===== config.mk =====
export PLATFORM = sky130hd
export DESIGN_NAME = spi_mem_ctrl
export DESIGN_NICKNAME = d
export VERILOG_FILES = /design/src/rtl/spi_mem_pkg.sv /design/src/rtl/spi_mem_shifter.sv /design/src/rtl/spi_mem_ctrl.sv
export SDC_FILE = /design/constraint.sdc
export NUM_CORES = 1
export LEC_CHECK = 0
export ABC_CLOCK_PERIOD_IN_PS = 2700
export BUFFER_PORTS_ARGS = -buffer_cell sky130_fd_sc_hd__buf_4
export CAP_MARGIN = 10
export CORE_AREA = 3 3 179 181
export DETAILED_ROUTE_END_ITERATION = 8
export DIE_AREA = 0 0 182 184
export PLACE_DENSITY = 0.44
export SLEW_MARGIN = 25
export SYNTH_ARGS = -nofsm -noshare
export SYNTH_HDL_FRONTEND = slang
export SYNTH_HIERARCHICAL = 1
export SYNTH_SLANG_ARGS = --single-unit

===== constraint.sdc =====
create_clock -name clk -period 2.7 [get_ports clk]
set_input_delay 0.405 -clock clk [delete_from_list [all_inputs] [get_ports clk]]
set_output_delay 0.405 -clock clk [all_outputs]
set_load 0.01 [all_outputs]

===== src/rtl/spi_mem_pkg.sv =====
// rtl/spi_mem_pkg.sv - shared types and constants for the SPI memory controller
package spi_mem_pkg;

   typedef enum logic [1:0] {
      ST_IDLE  = 2'd0,
      ST_SHIFT = 2'd1,
      ST_DONE  = 2'd2
   } state_t;

   localparam logic [7:0] CMD_READ  = 8'h03;
   localparam logic [7:0] CMD_WRITE = 8'h02;
   localparam int         DATA_BITS = 32;

   // Wire byte order is little-endian: the byte at the lowest address travels first.
   function automatic logic [31:0] byte_swap32(input logic [31:0] w);
      return {w[7:0], w[15:8], w[23:16], w[31:24]};
   endfunction

endpackage


===== src/rtl/spi_mem_shifter.sv =====
// rtl/spi_mem_shifter.sv - SPI mode-0 bit engine: TX/RX shift registers and bit counter
module spi_mem_shifter
   import spi_mem_pkg::*;
#(
   parameter int FRAME_BITS = 64
) (
   input  logic                  clk,
   input  logic                  rst_n,
   input  logic                  i_load,
   input  logic [FRAME_BITS-1:0] i_frame,
   input  logic                  i_active,
   input  logic                  i_miso,
   output logic                  o_last,
   output logic [DATA_BITS-1:0]  o_rx_next,
   output logic                  o_sclk,
   output logic                  o_mosi
);

   localparam int               CNT_W    = $clog2(FRAME_BITS);
   localparam logic [CNT_W-1:0] LAST_CNT = CNT_W'(FRAME_BITS - 1);

   // The frame MSB goes straight to the mosi flop at load, so only the rest is kept here.
   logic [FRAME_BITS-2:0] r_tx;
   logic [DATA_BITS-1:0]  r_rx;
   logic [CNT_W-1:0]      r_cnt;
   logic                  r_phase;
   logic                  r_sclk;
   logic                  r_mosi;
   logic                  w_last_bit;

   assign w_last_bit = (r_cnt == LAST_CNT);
   assign o_last     = i_active && r_phase && w_last_bit;
   assign o_rx_next  = {r_rx[DATA_BITS-2:0], i_miso};
   assign o_sclk     = r_sclk;
   assign o_mosi     = r_mosi;

   always_ff @(posedge clk or negedge rst_n) begin
      if (!rst_n) begin
         r_tx    <= '0;
         r_rx    <= '0;
         r_cnt   <= '0;
         r_phase <= 1'b0;
         r_sclk  <= 1'b0;
         r_mosi  <= 1'b0;
      end else if (i_load) begin
         r_tx    <= i_frame[FRAME_BITS-2:0];
         r_cnt   <= '0;
         r_phase <= 1'b0;
         r_sclk  <= 1'b0;
         r_mosi  <= i_frame[FRAME_BITS-1];
      end else if (i_active && !r_phase) begin
         r_phase <= 1'b1;
         r_sclk  <= 1'b1;
      end else if (i_active) begin
         // End of the sclk-high phase: sample MISO, then present the next bit.
         r_rx    <= o_rx_next;
         r_phase <= 1'b0;
         r_sclk  <= 1'b0;
         if (w_last_bit) begin
            r_mosi <= 1'b0;
         end else begin
            r_cnt  <= r_cnt + CNT_W'(1);
            r_mosi <= r_tx[FRAME_BITS-2];
            r_tx   <= {r_tx[FRAME_BITS-3:0], 1'b0};
         end
      end else begin
         r_phase <= 1'b0;
         r_sclk  <= 1'b0;
         r_mosi  <= 1'b0;
      end
   end

endmodule


===== src/rtl/spi_mem_ctrl.sv =====
// rtl/spi_mem_ctrl.sv - core-side request FSM driving a 32-bit SPI memory read/write frame
module spi_mem_ctrl
   import spi_mem_pkg::*;
#(
   parameter int ADDR_W = 24
) (
   input  logic              clk,
   input  logic              rst_n,
   input  logic              req_valid,
   input  logic              req_write,
   input  logic [ADDR_W-1:0] req_addr,
   input  logic [31:0]       req_wdata,
   output logic              req_ready,
   output logic              rsp_valid,
   output logic [31:0]       rsp_rdata,
   output logic              spi_cs_n,
   output logic              spi_sclk,
   output logic              spi_mosi,
   input  logic              spi_miso
);

   localparam int FRAME_BITS = 8 + ADDR_W + DATA_BITS;

   state_t                r_state;
   state_t                w_next_state;
   logic                  w_load;
   logic                  w_active;
   logic                  w_last;
   logic [7:0]            w_cmd;
   logic [31:0]           w_wire_data;
   logic [FRAME_BITS-1:0] w_frame;
   logic [DATA_BITS-1:0]  w_rx_next;
   logic                  r_write;
   logic                  r_cs_n;
   logic [31:0]           r_rdata;

   assign w_cmd       = req_write ? CMD_WRITE : CMD_READ;
   assign w_wire_data = req_write ? byte_swap32(req_wdata) : 32'h0;
   assign w_frame     = {w_cmd, req_addr, w_wire_data};
   assign spi_cs_n    = r_cs_n;
   assign rsp_rdata   = r_rdata;

   always_ff @(posedge clk or negedge rst_n) begin
      if (!rst_n) begin
         r_state <= ST_IDLE;
      end else begin
         r_state <= w_next_state;
      end
   end

   always_comb begin
      w_next_state = r_state;
      case (r_state)
         ST_IDLE:  if (req_valid) w_next_state = ST_SHIFT;
         ST_SHIFT: if (w_last) w_next_state = ST_DONE;
         ST_DONE:  w_next_state = ST_IDLE;
         default:  w_next_state = ST_IDLE;
      endcase
   end

   always_comb begin
      req_ready = 1'b0;
      rsp_valid = 1'b0;
      w_load    = 1'b0;
      w_active  = 1'b0;
      case (r_state)
         ST_IDLE: begin
            req_ready = 1'b1;
            w_load    = req_valid;
         end
         ST_SHIFT: w_active  = 1'b1;
         ST_DONE:  rsp_valid = 1'b1;
         default:  ;
      endcase
   end

   // cs_n follows the next state so it is a flop that is low for exactly the SHIFT cycles.
   always_ff @(posedge clk or negedge rst_n) begin
      if (!rst_n) begin
         r_cs_n  <= 1'b1;
         r_write <= 1'b0;
         r_rdata <= '0;
      end else begin
         r_cs_n <= (w_next_state != ST_SHIFT);
         if (w_load) begin
            r_write <= req_write;
         end
         if (w_last && !r_write) begin
            r_rdata <= byte_swap32(w_rx_next);
         end
      end
   end

   spi_mem_shifter #(
      .FRAME_BITS (FRAME_BITS)
   ) u_shifter (
      .clk       (clk),
      .rst_n     (rst_n),
      .i_load    (w_load),
      .i_frame   (w_frame),
      .i_active  (w_active),
      .i_miso    (spi_miso),
      .o_last    (w_last),
      .o_rx_next (w_rx_next),
      .o_sclk    (spi_sclk),
      .o_mosi    (spi_mosi)
   );

endmodule


# After elaboration in Yosys (flattened, before gate mapping)
# Index checks and enable logic that the tools add are counted.
# Widths: inputs -> output; s select.
[word_totals]
register_bits = 138
wordCells = 51
inputBits = 61
output_inout_bits = 37
[op_classes]
reduce_logical = 10
add_sub_neg = 1
eq_ne = 6
bitwise = 2
muxes = 23
[op_table]
columns = ["op", "count"]
rows = [
  ["$mux 63", 4],
  ["$mux 32", 1],
  ["$mux 6", 4],
  ["$mux 1", 11],
  ["$add 6x1->6 const B", 1],
  ["$eq 6x6->1 const B", 1],
  ["$ne 2x1->1 const B", 3],
  ["$reduce_and 3->1", 2],
  ["$logic_and 1x1->1", 4],
  ["$mux 2", 2],
  ["$pmux 2 s2", 1],
  ["$eq 2x1->1 const B", 1],
  ["$eq 2x2->1 const B", 1],
  ["$logic_not 1->1", 2],
  ["$logic_not 2->1", 1],
  ["$not 1->1", 2],
  ["$reduce_bool 2->1", 1],
]

# Logic depth before layout (Yosys ltp)
[logic_depth]
ltp_word = 7
depth_mapped = 8
depth_no_buf = 5

# By module
# Netlist, hierarchy kept.
[by_module_without_submodules]
columns = ["module", "seq_area_each_um2", "area_per_inst_um2", "cells_each", "instances"]
rows = [
  ["spi_mem_shifter", 2552.4, 5587.9, 549, 1],
  ["spi_mem_ctrl", 902.1, 1750.4, 121, 1],
]

# Worst setup path after synthesis
# No wires, ideal clock.
[synth_path]
path_type = "register to register"
startpoint = "reg r_state[1]"
endpoint = "reg r_rdata[0], in the netlist rsp_rdata[0]"
required_ns = 2.575
stages_incl_launch_ff = 9
path_buffers = 3
setup_time_ns = 0.125
t_arrival_ns = 1.985
path_slack_ns = 0.589
period_less_slack_ns = 2.111
cell_sequence = "dfrtp_1 -> nor2b_1 -> nand2_1 -> clkbuf_1 -> nor3_1 -> nor2b_4 -> buf_6 -> buf_12 -> mux2_4"
[synth_between]
elab_chain_cells = 5
[synth_lines]
columns = ["element", "line_no", "source"]
rows = [
  ["start: declaration", "spi_mem_ctrl.sv:24", "state_t r_state;"],
  ["start signal: assignment", "spi_mem_ctrl.sv:47", "r_state <= w_next_state;"],
  ["$eq 2x1->1", "spi_mem_ctrl.sv:66", "case (r_state)"],
  ["$mux 1", "spi_mem_ctrl.sv:66", ""],
  ["via w_active", "spi_mem_ctrl.sv:27", "logic w_active;"],
  ["$logic_and 1x1->1 (2 in series)", "spi_mem_shifter.sv:32", "assign o_last = i_active && r_phase && w_last_bit;"],
  ["via w_last", "spi_mem_ctrl.sv:28", "logic w_last;"],
  ["$logic_and 1x1->1", "spi_mem_ctrl.sv:88", "if (w_last && !r_write) begin"],
  ["end signal: assignment", "spi_mem_ctrl.sv:89", "r_rdata <= byte_swap32(w_rx_next);"],
  ["end: declaration", "spi_mem_ctrl.sv:35", "logic [31:0] r_rdata;"],
]
# The timed path passes the listed nets, and every way through them passes these cells.
# A chain may end at the register's enable or synchronous reset.

# Final worst setup path
[layout_path]
startpoint = "reg u_shifter.r_cnt[0]"
endpoint = "reg u_shifter.r_tx[30]"
[layout_between]
elab_chain_cells = 3
[layout_lines]
columns = ["element", "line_no", "source"]
rows = [
  ["start: declaration", "spi_mem_shifter.sv:25", "logic [CNT_W-1:0] r_cnt;"],
  ["start signal: assignment", "spi_mem_shifter.sv:62", "r_cnt <= r_cnt + CNT_W'(1);"],
  ["$eq 6x6->1", "spi_mem_shifter.sv:31", "assign w_last_bit = (r_cnt == LAST_CNT);"],
  ["$ne 2x1->1 (no line)", "-", ""],
  ["$reduce_and 3->1 (no line)", "-", ""],
  ["end signal: assignment", "spi_mem_shifter.sv:46", "r_tx <= i_frame[FRAME_BITS-2:0];"],
  ["end signal: assignment", "spi_mem_shifter.sv:64", "r_tx <= {r_tx[FRAME_BITS-3:0], 1'b0};"],
  ["end: declaration", "spi_mem_shifter.sv:23", "logic [FRAME_BITS-2:0] r_tx;"],
]
# Every way passes these cells.

==> impl_metrics.env <==
export IMPL_max_clock_path_buffers=2
export IMPL_design_area_um2=9020
export IMPL_yosysWarnings=6
export IMPL_nFillCells=3188
export IMPL_cp_max_fo=61
export IMPL_relSlewSlack_pct=48.3
export IMPL_cpPeakStageDelay_ns=0.57
export IMPL_ctsRootBufferMaster="clkbuf_16"
export IMPL_num_antenna_cells=0
export IMPL_crit_path_end_kind="flip-flop"
export IMPL_wirelength_um=19400
export IMPL_drtAntennaViolNets=0
export IMPL_setup_viol=0
export IMPL_final_cells=1138
export IMPL_cp_slowest_cell="buf_4"
export IMPL_grt_pass1_wl_um=31700
export IMPL_dieHeight_um=184
export IMPL_yosysTopAreaCell="dfrtp_1"
export IMPL_route_vias_total=5584
export IMPL_cts_sinks=138
export IMPL_ff2ff_setup_slack_ns=0.59
export IMPL_drc=0
export IMPL_synthTopCellsByArea="dfrtp_1 (47%), a2bb2oi_1 (7.0%), o2111ai_1 (6.8%)"
export IMPL_grt_pass1_vias=5613
export IMPL_vdd_ir_drop_max_mv=0.485
export IMPL_whs_ns=0.220
export IMPL_nNetsFinal=791
export IMPL_placementRows=64
export IMPL_numCtsBuffers=17
export IMPL_synth_top_area_share_pct=46.7
export IMPL_synth_xor_area_share_pct=0
export IMPL_dp_cells=1105
export IMPL_die_area_um2=33500
export IMPL_cp_arrival_ns=2.40
export IMPL_critPathRequiredTime_ns=2.99
export IMPL_htreeDepth=4
export IMPL_tightestPinTransition_ns=0.776
export IMPL_clock_latency_ns=0.41
export IMPL_synth_seq_cells=138
export IMPL_async_flop_share_pct=100
export IMPL_synth_top_family_by_area="compound AO/OA/AOI/OAI gates"
export IMPL_die_w_um=182
export IMPL_p_clk_share_pct=28.1
export IMPL_fmax_mhz=473
export IMPL_tns_ns=0
export IMPL_wire_per_inst_um=17.0
export IMPL_ios=98
export IMPL_postSynthAreaPerCell_um2=11.0
export IMPL_p_leak_nw=3.63
export IMPL_placed_area_um2=8380
export IMPL_startpoint_type="flip-flop"
export IMPL_place_congestion=0.684
export IMPL_synth_compound_area_share_pct=21.9
export IMPL_hold_viol_final=0
export IMPL_cts_setup_buffers=0
export IMPL_path_class="flip-flop to flip-flop"
export IMPL_p_total_mw=9.02
export IMPL_finalCritPeriodShare_pct=78.2
export IMPL_drtIter0Drc=474
export IMPL_synth_fa_ha_area_share_pct=0.171
export IMPL_p_per_area_nw_per_um2=999
export IMPL_core_um2=30600
export IMPL_grt_max_degree=122
export IMPL_worstHoldPathType="primary input to flip-flop"
export IMPL_synthSimpleGateAreaFrac_pct=12.3
export IMPL_status="complete, no violations"
export IMPL_swShare_pct=37.2
export IMPL_synth_enable_flop_cells=0
export IMPL_synth_flop_cell="dfrtp_1"
export IMPL_grt_total_usage_pct=11.6
export IMPL_synth_most_common_cell="dfrtp_1"
export IMPL_sequentialPowerShare_pct=36.0
export IMPL_antenna_found_initial=0
export IMPL_fin_skew_ns=0.0110
export IMPL_crit_chain="ha_2, nand2_2, buf_4, o21ai_0, mux2_1"
export IMPL_ys_seq_area_share_pct=47.1
export IMPL_power_switching_mw=3.36
export IMPL_p_int_mw=5.66
export IMPL_overflow=0
export IMPL_dp_slack_ns=0.522
export IMPL_ys_types=44
export IMPL_combPwrFrac_pct=35.9
export IMPL_start_util_pct=24.0
export IMPL_viasPerCell=4.91
export IMPL_synth_top_cells_by_count="dfrtp_1 (137), nand2_1 (63), nand3_1 (61)"
export IMPL_clkTransAtPathRegs_ns=0.07
export IMPL_syn2layout_area_growth_pct=23.0
export IMPL_io_buffers=97
export IMPL_finalMaxSlewViolations=0
export IMPL_drive_gt1_share_pct=29.9
export IMPL_maxCapViolCount=0
export IMPL_worst_slack_ns=0.588
export IMPL_synth_mux_area_share_pct=12.3
export IMPL_fin_crit_ns=2.11
export IMPL_utilization_pct=29.5
export IMPL_dp_hpwl_um=10900
export IMPL_synth_area_um2=7340
export IMPL_firstDrtPassIters=4
export IMPL_rsz0062_at_grt="no"
export IMPL_cts_tree="built"
export IMPL_syn_inst=670
-- final cells by class --
type,instances,area (um^2),area share [%]
inverters,4,15.0,0.166
clock inverters,13,189,2.09
multi-input cells,454,3460,38.4
clock buffers,19,443,4.91
repair buffers,114,962,10.7
well taps,396,495,5.49
flip-flops and latches,138,3460,38.3
-- power by group through the flow --
stage / Combinational [mW] / Sequential (mW) / Clock, mW
floorplan: 2.42 / 3.14 / 0
global placement: 3.28 / 3.27 / 0
detailed placement: 3.27 / 3.28 / 0
CTS: 3.29 / 3.24 / 2.62
global route: 3.58 / 3.34 / 2.71
finish: 3.24 / 3.24 / 2.54
-- placed cells by master (no fill, tap or decap), types with 4 or more instances in the layout --
cell type / n
o2111ai_1: 57
mux2_2: 38
a2bb2oi_1: 59
clkbuf_16: 17
buf_12: 8
and2_1: 35
o211ai_1: 59
dfrtp_1: 136
mux2_4: 30
buf_4: 104
nand2_1: 61
conb_1: 7
nor2_1: 4
nand3_1: 61
bufinv_16: 4
-- flip-flops by register name, summed over array words and instances (netlist names) --
register / count
u_shifter/o_mosi: 1
u_shifter/r_cnt: 6
spi_cs_n: 1
u_shifter/o_sclk: 1
r_state: 2
rsp_rdata: 32
u_shifter/r_rx: 31
u_shifter/r_tx: 63
r_write: 1
-- logic make-up after synthesis --
group / count (synthesis)
flip-flops: 138
other: 2
multiplexers: 70
AND/OR/NAND/NOR: 180
adder cells (fa/ha/maj): 1
buffers and inverters: 83
AO/OA/AOI/OAI: 196
-- worst max-delay path: cells and delay by family, from the launching register on --
family / cells / cell delay [ns]
AO/OA/AOI/OAI: 1 / 0.34
adder cells (fa/ha/maj): 1 / 0.21
buffers and inverters: 1 / 0.57
flip-flops: 1 / 0.42
multiplexers: 1 / 0.38
AND/OR/NAND/NOR: 1 / 0.06
-- final timing paths --
path                                                      from                        endpoint  depth (start not counted)
worst max-delay path            u_shifter/r_cnt[0]$_DFFE_PN0P_  u_shifter/r_tx[30]$_DFFE_PN0P_                          5
worst min register to register  u_shifter/r_rx[30]$_DFFE_PN0P_        rsp_rdata[7]$_DFFE_PN0P_                          1
worst max register to register  u_shifter/r_cnt[0]$_DFFE_PN0P_  u_shifter/r_tx[30]$_DFFE_PN0P_                          5
max in group asynchronous                                rst_n              spi_cs_n$_DFF_PN1_                          3
worst min-delay path                              req_addr[16]  u_shifter/r_tx[48]$_DFFE_PN0P_                          3
min in group asynchronous                                rst_n       rsp_rdata[29]$_DFFE_PN0P_                          2
-- metal layers --
metal  share of wire, %  vias up  global-route usage (%)
met4               0.88        0                    2.96
li1                   -     2668                       -
met3                3.7       13                    2.22
met5                  0        -                       0
met1                 51     2771                    16.9
met2                 44      132                    17.7
-- repair_timing --
action,CTS,global route
endpoints found under the hold margin,46,0
gates resized for setup,0,0
hold buffers,1,0
Note: power is estimated with default switching activity, not from simulation.
